**src/rtl/prog_loader.sv**
```systemverilog
// Program-memory loader: receives a LEN/data/CHK framed byte stream, writes a
// 16x8 program SRAM, verifies an XOR checksum and then enables the CPU.
module prog_loader #(
  parameter int ADDR_W = 4,
  parameter int DATA_W = 8,
  parameter int DEPTH  = 2**ADDR_W
) (
  input  logic              clk_master,
  input  logic              reset_n,
  input  logic              load_start,
  input  logic              in_valid,
  input  logic [DATA_W-1:0] in_data,
  output logic              in_ready,
  input  logic [ADDR_W-1:0] cpu_addr,
  output logic [DATA_W-1:0] cpu_data,
  output logic              cpu_run,
  output logic              load_done,
  output logic              load_err,
  output logic [ADDR_W:0]   words_loaded
);

  typedef enum logic [2:0] {
    S_IDLE,
    S_LEN,
    S_DATA,
    S_CHK,
    S_DONE,
    S_ERR
  } state_t;

  state_t            state_q, state_d;
  logic [ADDR_W:0]   len_q,   len_d;
  logic [ADDR_W-1:0] addr_q,  addr_d;
  logic [DATA_W-1:0] xor_q,   xor_d;
  logic [ADDR_W:0]   words_q, words_d;
  logic              accept;
  logic              mem_we;

  logic [DATA_W-1:0] mem_q [DEPTH];

  assign accept = in_valid & in_ready;

  always_comb begin
    state_d  = state_q;
    len_d    = len_q;
    addr_d   = addr_q;
    xor_d    = xor_q;
    words_d  = words_q;
    mem_we   = 1'b0;
    in_ready = (state_q == S_LEN) || (state_q == S_DATA) || (state_q == S_CHK);

    // load_start wins over a same-cycle accept; that byte is dropped unwritten
    if (load_start) begin
      state_d = S_LEN;
    end else if (accept) begin
      unique case (state_q)
        S_LEN: begin
          addr_d  = '0;
          words_d = '0;
          xor_d   = '0;
          if ((in_data == '0) || (in_data > DATA_W'(DEPTH))) begin
            state_d = S_ERR;
          end else begin
            len_d   = in_data[ADDR_W:0];
            state_d = S_DATA;
          end
        end
        S_DATA: begin
          mem_we  = 1'b1;
          xor_d   = xor_q ^ in_data;
          addr_d  = addr_q + ADDR_W'(1);
          words_d = words_q + (ADDR_W+1)'(1);
          if (words_d == len_q) state_d = S_CHK;
        end
        S_CHK: begin
          state_d = (in_data == xor_q) ? S_DONE : S_ERR;
        end
        default: ;
      endcase
    end
  end

  always_ff @(posedge clk_master or negedge reset_n) begin
    if (!reset_n) begin
      state_q <= S_IDLE;
      len_q   <= '0;
      addr_q  <= '0;
      xor_q   <= '0;
      words_q <= '0;
    end else begin
      state_q <= state_d;
      len_q   <= len_d;
      addr_q  <= addr_d;
      xor_q   <= xor_d;
      words_q <= words_d;
    end
  end

  // Storage is deliberately not reset so a program survives reset pulses.
  always_ff @(posedge clk_master) begin
    if (mem_we) mem_q[addr_q] <= in_data;
  end

  assign cpu_data     = mem_q[cpu_addr];
  assign cpu_run      = (state_q == S_DONE);
  assign load_done    = (state_q == S_DONE);
  assign load_err     = (state_q == S_ERR);
  assign words_loaded = words_q;

endmodule

```
**config.mk**
```make
export PLATFORM = sky130hd
export DESIGN_NAME = prog_loader
export DESIGN_NICKNAME = d
export VERILOG_FILES = /design/src/rtl/prog_loader.sv
export SDC_FILE = /design/constraint.sdc
export NUM_CORES = 1
export LEC_CHECK = 0
export BUFFER_PORTS_ARGS = -buffer_cell sky130_fd_sc_hd__buf_2
export CAP_MARGIN = 20
export CORE_MARGIN = 2
export CORE_UTILIZATION = 40
export DETAILED_ROUTE_END_ITERATION = 12
export REMOVE_ABC_BUFFERS = 1
export SLEW_MARGIN = 20
export SYNTH_ARGS = -nofsm -noshare
export SYNTH_HDL_FRONTEND = slang
export SYNTH_SLANG_ARGS = --single-unit
```
**constraint.sdc**
```tcl
create_clock -name clk_master -period 2.3 [get_ports clk_master]
set_input_delay 0.23 -clock clk_master [delete_from_list [all_inputs] [get_ports clk_master]]
set_output_delay 0.23 -clock clk_master [all_outputs]
set_load 0.02 [all_outputs]
```
After elaboration in Yosys (flattened, before gate mapping)

Memories as Yosys holds them, arrays and structs flattened.
Cells that the tools add are included.

Add/subtract/negate cells: 2
$mul: 0
Div/mod/pow operators: 0
Magnitude comparators: 1
Eq/ne operators: 8
Shift operators: 0
Muxes and demuxes: 14
Bitwise logic cells: 4
Reductions and logical operators: 10

Operators with widths:

| operator                                                                        | number |
|---|---|
| 8-bit one-hot mux with 2 select lines                                           | 1 |
| 3-bit 2-to-1 mux                                                                | 4 |
| 5-bit one-hot mux with 2 select lines                                           | 1 |
| 3-bit one-hot mux with 3 select lines                                           | 1 |
| 8-bit == test                                                                   | 1 |
| 8-bit by 5-bit greater-than comparator with 1-bit output, second input constant | 1 |
| 8-bit logical NOT                                                               | 1 |
| 4-bit one-hot mux with 2 select lines                                           | 1 |
| 8-bit XOR                                                                       | 1 |
| 3-bit by 2-bit == test with 1-bit output, second input constant                 | 2 |
| 3-bit == test, second input constant                                            | 2 |
| 1-bit 2-to-1 mux                                                                | 6 |
| 3-bit AND reduction                                                             | 2 |
| 5-bit by 1-bit adder with 5-bit output, second input constant                   | 1 |
| 5-bit == test                                                                   | 1 |
| 4-bit by 1-bit adder with 4-bit output, second input constant                   | 1 |
| 4-bit AND reduction                                                             | 1 |
| 2-bit nonzero test                                                              | 2 |
| 4-bit nonzero test                                                              | 1 |
| 3-bit by 1-bit == test with 1-bit output, second input constant                 | 1 |
| 1-bit logical OR                                                                | 3 |
| 3-bit by 2-bit inequality test with 1-bit output, second input constant         | 1 |
| 1-bit NOT                                                                       | 2 |
| 1-bit AND                                                                       | 1 |

Bits in registers: 25
Bits in latches: 0
Memory bits (writable): 128
Memory bits (read-only): 0
Input port bits: 16
Output and inout port bits: 17
Logic and storage cells: 45
Memories kept: 1

Memories:

| memory | words | width | read ports | clocked after memory_dff | write ports | line | text |
|---|---|---|---|---|---|---|---|
| mem_q  | 16    | 8     | 1          | 0                        | 1           | 39   | `logic [DATA_W-1:0] mem_q [DEPTH];` |

Depth between registers and ports, before layout

Word-level depth: 8
Mapped depth: 7
Gate-level depth less buffers: 6

Least setup slack after synthesis

OpenSTA, ideal clock, no wires.

Path type: input to output
Start: input port cpu_addr[0]
End: output port cpu_data[0]
Data arrival time: 1543 ps
Required time: 2070 ps
Slack: 527 ps
Stages on the path: 4
Path buffers: 2
Path through: buf_6 buf_8 mux4_1 mux4_2

Word-level cells in the longest chain between the ends: 1

RTL lines:

| what                   | line | text |
|---|---|---|
| start, declared        | 14   | `input logic [ADDR_W-1:0] cpu_addr,` |
| memory read 16 x 8 bit | -    |  |
| end, declared          | 15   | `output logic [DATA_W-1:0] cpu_data,` |

Every way passes these cells.

Worst setup path in the final report

Start: memory mem_q[1][1]
End: output port cpu_data[1]

Word-level cells in the longest chain between the ends: 1

RTL lines:

| what                   | line |
|---|---|
| start, declared        | 39 |
| memory read 16 x 8 bit | - |

Every way passes these cells.

==> flow_metrics.py <==
metrics = {
    "detailed_routing": {
        "dr_total_vias": 3273,
        "detail_route.vias_per_cell": 5.203,
        "drtAntennaViolNets": 0,
        "route.detailed.drc": 0,
        "detailedRoute.firstPassIterationCount": 4,
        "drt_iter0_markers": 298,
        "wl_per_cell_um": 20.16,
        "wl_mm": 12.68,
    },
    "yosys": {
        "synth_cell_types": 37,
        "synth.yosys.seq_area_share": 0.6977,
        "postSynthCellCount": 344,
        "count_of_flip_flops_with_a_built_in_enable_after_synthesis": 128,
        "post_synth_instance_area_mm2": 0.006406,
        "post-synth-top-area-fraction": 0.6000,
        "synth_area_per_cell_um2": 18.62,
        "async_flop_share": 0.1634,
        "synth_seq_cells": 153,
        "netlist_top_cells_area": "sky130_fd_sc_hd__edfxtp_1 (60%), sky130_fd_sc_hd__mux4_1 (9.8%), sky130_fd_sc_hd__dfrtp_1 (9.8%), sky130_fd_sc_hd__mux4_2 (5.6%), sky130_fd_sc_hd__xor2_1 (2.1%)",
        "yosysWarningCount": 0,
        "synth_largest_area_cell": "sky130_fd_sc_hd__edfxtp_1",
        "most_used_flip_flop_cell_after_synthesis": "sky130_fd_sc_hd__edfxtp_1",
    },
    "placed_design": {
        "detailed_place_hpwl_mm": 8.357,
        "place.port_buffers": 32,
        "dpl.cell_count": 597,
        "gpl.final_weighted_congestion": 0.7754,
    },
    "global_route": {
        "grt_pass1_wl_mm": 19.64,
        "grt_start_max_net_pins": 33,
        "grt_overflow": 0,
        "initial_antenna_violation_count": 0,
        "grt_util_overall": 0.1613,
        "grt_pass1_vias": 3350,
    },
    "setup_path": {
        "critical_path_cell_count": 3,
        "endpoint_kind": "output pin",
        "critPathLaunchType": "flip-flop",
        "critical_path.slowest_cell": "sky130_fd_sc_hd__mux4_2",
        "r2r_cells": 5,
        "worst-path-max-fanout": 1,
        "critical_path_arrival_ns": 1.99,
        "cp_top_family": "multiplexers",
        "critical_path_type": "flip-flop to output pin",
        "critPathMaxStageDelay_ns": 0.52,
        "worstPathBufferInverterCount": 1,
        "critical_path_required_ns": 2.07,
        "path_cells": "mux4_1, mux4_2, buf_2",
    },
    "cells_and_area": {
        "n_fill_cell": 1362,
        "final_layout_size_suffix_gt1_frac": 0.2470,
        "final_cell_count_no_fill": 629,
        "syn_to_final_growth_pct": 16.02,
        "storage_cell_area_mm2": 0.004469,
        "combined_area_of_the_multi_input_logic_cells_mm2": 0.001813,
        "diode_count": 0,
        "layout.cells.most_common": "sky130_fd_sc_hd__edfxtp_1",
        "most_used_cells_in_the_layout_excluding_fill_and_tap_cells": "sky130_fd_sc_hd__edfxtp_1 (128), sky130_fd_sc_hd__buf_2 (32), sky130_fd_sc_hd__dfrtp_1 (25)",
        "nets": 422,
    },
    "pwr": {
        "net-switching-power_w": 0.001225,
        "static_leakage_power_nw": 2.699,
        "power_density_mw_per_mm2": 773.4,
        "power.combinational.fraction": 0.054,
        "internal_power_w": 0.004523,
        "power.ir.vdd_worst_mv": 0.5771,
        "sequentialPowerShare": 0.529,
        "sw_frac_of_total": 0.2131,
        "clkPwrFrac": 0.417,
    },
    "outcome": {
        "result_of_the_run": "finished clean",
    },
    "floorplan": {
        "fp.dieH_um": 130.6,
        "die-area_mm2": 0.01704,
        "rows": 46,
        "top_level_ports": 33,
        "core-area_mm2": 0.01577,
        "chipWidth_um": 130.6,
        "initial_core_util": 0.4062,
    },
    "cts": {
        "tritoncts": "yes",
        "clkLatencyLatePin_ns": 0.41,
        "cts_root_buffer": "sky130_fd_sc_hd__clkbuf_16",
        "post_cts_buffers": 0,
        "cts_buffer_depth": 2,
        "cts.reportedPaths.clkPinSlew_ns": 0.06,
        "tritoncts_num_sinks": 153,
        "cts_inserted_buffers": 17,
        "cts_htree_levels": 4,
    },
    "hold_path": {
        "worst_hold_path_type": "primary input to flip-flop",
        "min_path_cells": 2,
    },
    "sta": {
        "period_needed_ns": 2.222,
        "post-route-period-util": 0.9661,
        "rsz0062_at_grt": "no",
        "setup_total_negative_slack_ns": 0,
        "worst_clock_skew_ns": 0.008902,
        "worstMarginPinSlew_ns": 0.5835,
        "maxSlewHeadroom": 0.6110,
        "drv_slew": 0,
        "hold_viol": 0,
        "finalSetupViolations": 0,
        "maxClockFrequency_mhz": 450.0,
    },
    "job": {
        "drv.max_cap_violation_count": 0,
    },
}
==> Yosys cell counts, drive strengths merged (2+ instances only) <==
library cell  count
inv               3
nand4             2
and3              6
and2             12
nor3              4
xor2             15
o21ai            22
ha                5
nor2             19
mux2              5
nand3b            2
a22o              2
edfxtp          128
xnor2             4
nand2            17
nor4              3
nor3b             2
clkbuf            5
dfrtp            25
mux4             40
nand3             6
buf              10
==> cell type report <==
class                   instances  area share
flip-flops and latches        153      0.6013
well taps                     216     0.03636
clock buffers                  19     0.05825
repair buffers                 53     0.04815
inverters                       3    0.001515
multi-input cells             173      0.2439
clock inverters                12     0.01044
==> power by group through the flow <==
stage                     registers, W  clock network (W)  logic [W]
after floorplan                0.00309                  0   0.000152
after global placement         0.00310                  0   0.000306
after detailed placement       0.00310                  0   0.000313
after CTS                      0.00304            0.00244   0.000314
after global routing           0.00304            0.00257   0.000337
final                          0.00304            0.00240   0.000310
==> timing repair <==
action | in CTS | in global routing
resized for setup | 0 | 1
hold endpoints to repair | 25 | 0
endpoints found under the setup margin | 0 | 1
hold buffers | 1 | 0
==> metal layers <==
metal,GRT usage,share of wire,vias up
li1,-,-,1493
met1,0.2155,0.46,1703
met2,0.2665,0.50,69
met3,0.04397,0.038,8
met4,0.03755,0.0052,0
met5,0,0,-
==> flip-flops by register name, indices dropped and copies added, names as in the netlist <==
name / flops
mem_q: 128
addr_q: 4
len_q: 5
xor_q: 8
words_loaded: 5
state_q: 3
==> logic make-up (layout without fill, tap and decap cells) <==
logic type      count (synthesis)  count (layout)  share of synthesized area
compound gates                 28              28                    0.02422
fa+ha+maj                       5               5                   0.009766
buf+inv                        18              87                    0.01875
mux                            45              45                     0.1635
simple gates                   76              76                    0.06016
xor+xnor                       19              19                    0.02598
flops                         153             153                     0.6977
==> final timing paths <==
kind | slack (ns) | startpoint | to
max in group asynchronous | 1.56 | reset_n | xor_q[7]
worst max register to register | 0.31 | state_q[2] | mem_q[5][0]
worst max-delay path | 0.08 | mem_q[1][1] | cpu_data[1]
worst min register to register | 0.49 | xor_q[0] | xor_q[0]
min in group asynchronous | 0.35 | reset_n | state_q[2]
worst min-delay path | 0.06 | load_start | state_q[1]
==> metrics by stage <==
stage	cell area, µm²	power [W]	hold slack [ns]	setup slack, ns	utilization
2_1_floorplan	6297	0.003245	-0.06559	0.4715	-
3_3_place_gp	6915	0.003401	0.2575	0.1726	0.4385
3_5_place_dp	6915	0.003408	0.2598	0.1616	0.4385
4_1_cts	7436	0.005796	0.04032	0.03586	0.4715
5_1_grt	7432	0.005945	0.06018	0.007520	0.4713
6_report	7432	0.005748	0.06436	0.07797	0.4713
Note: power is estimated with default switching activity, not from simulation.
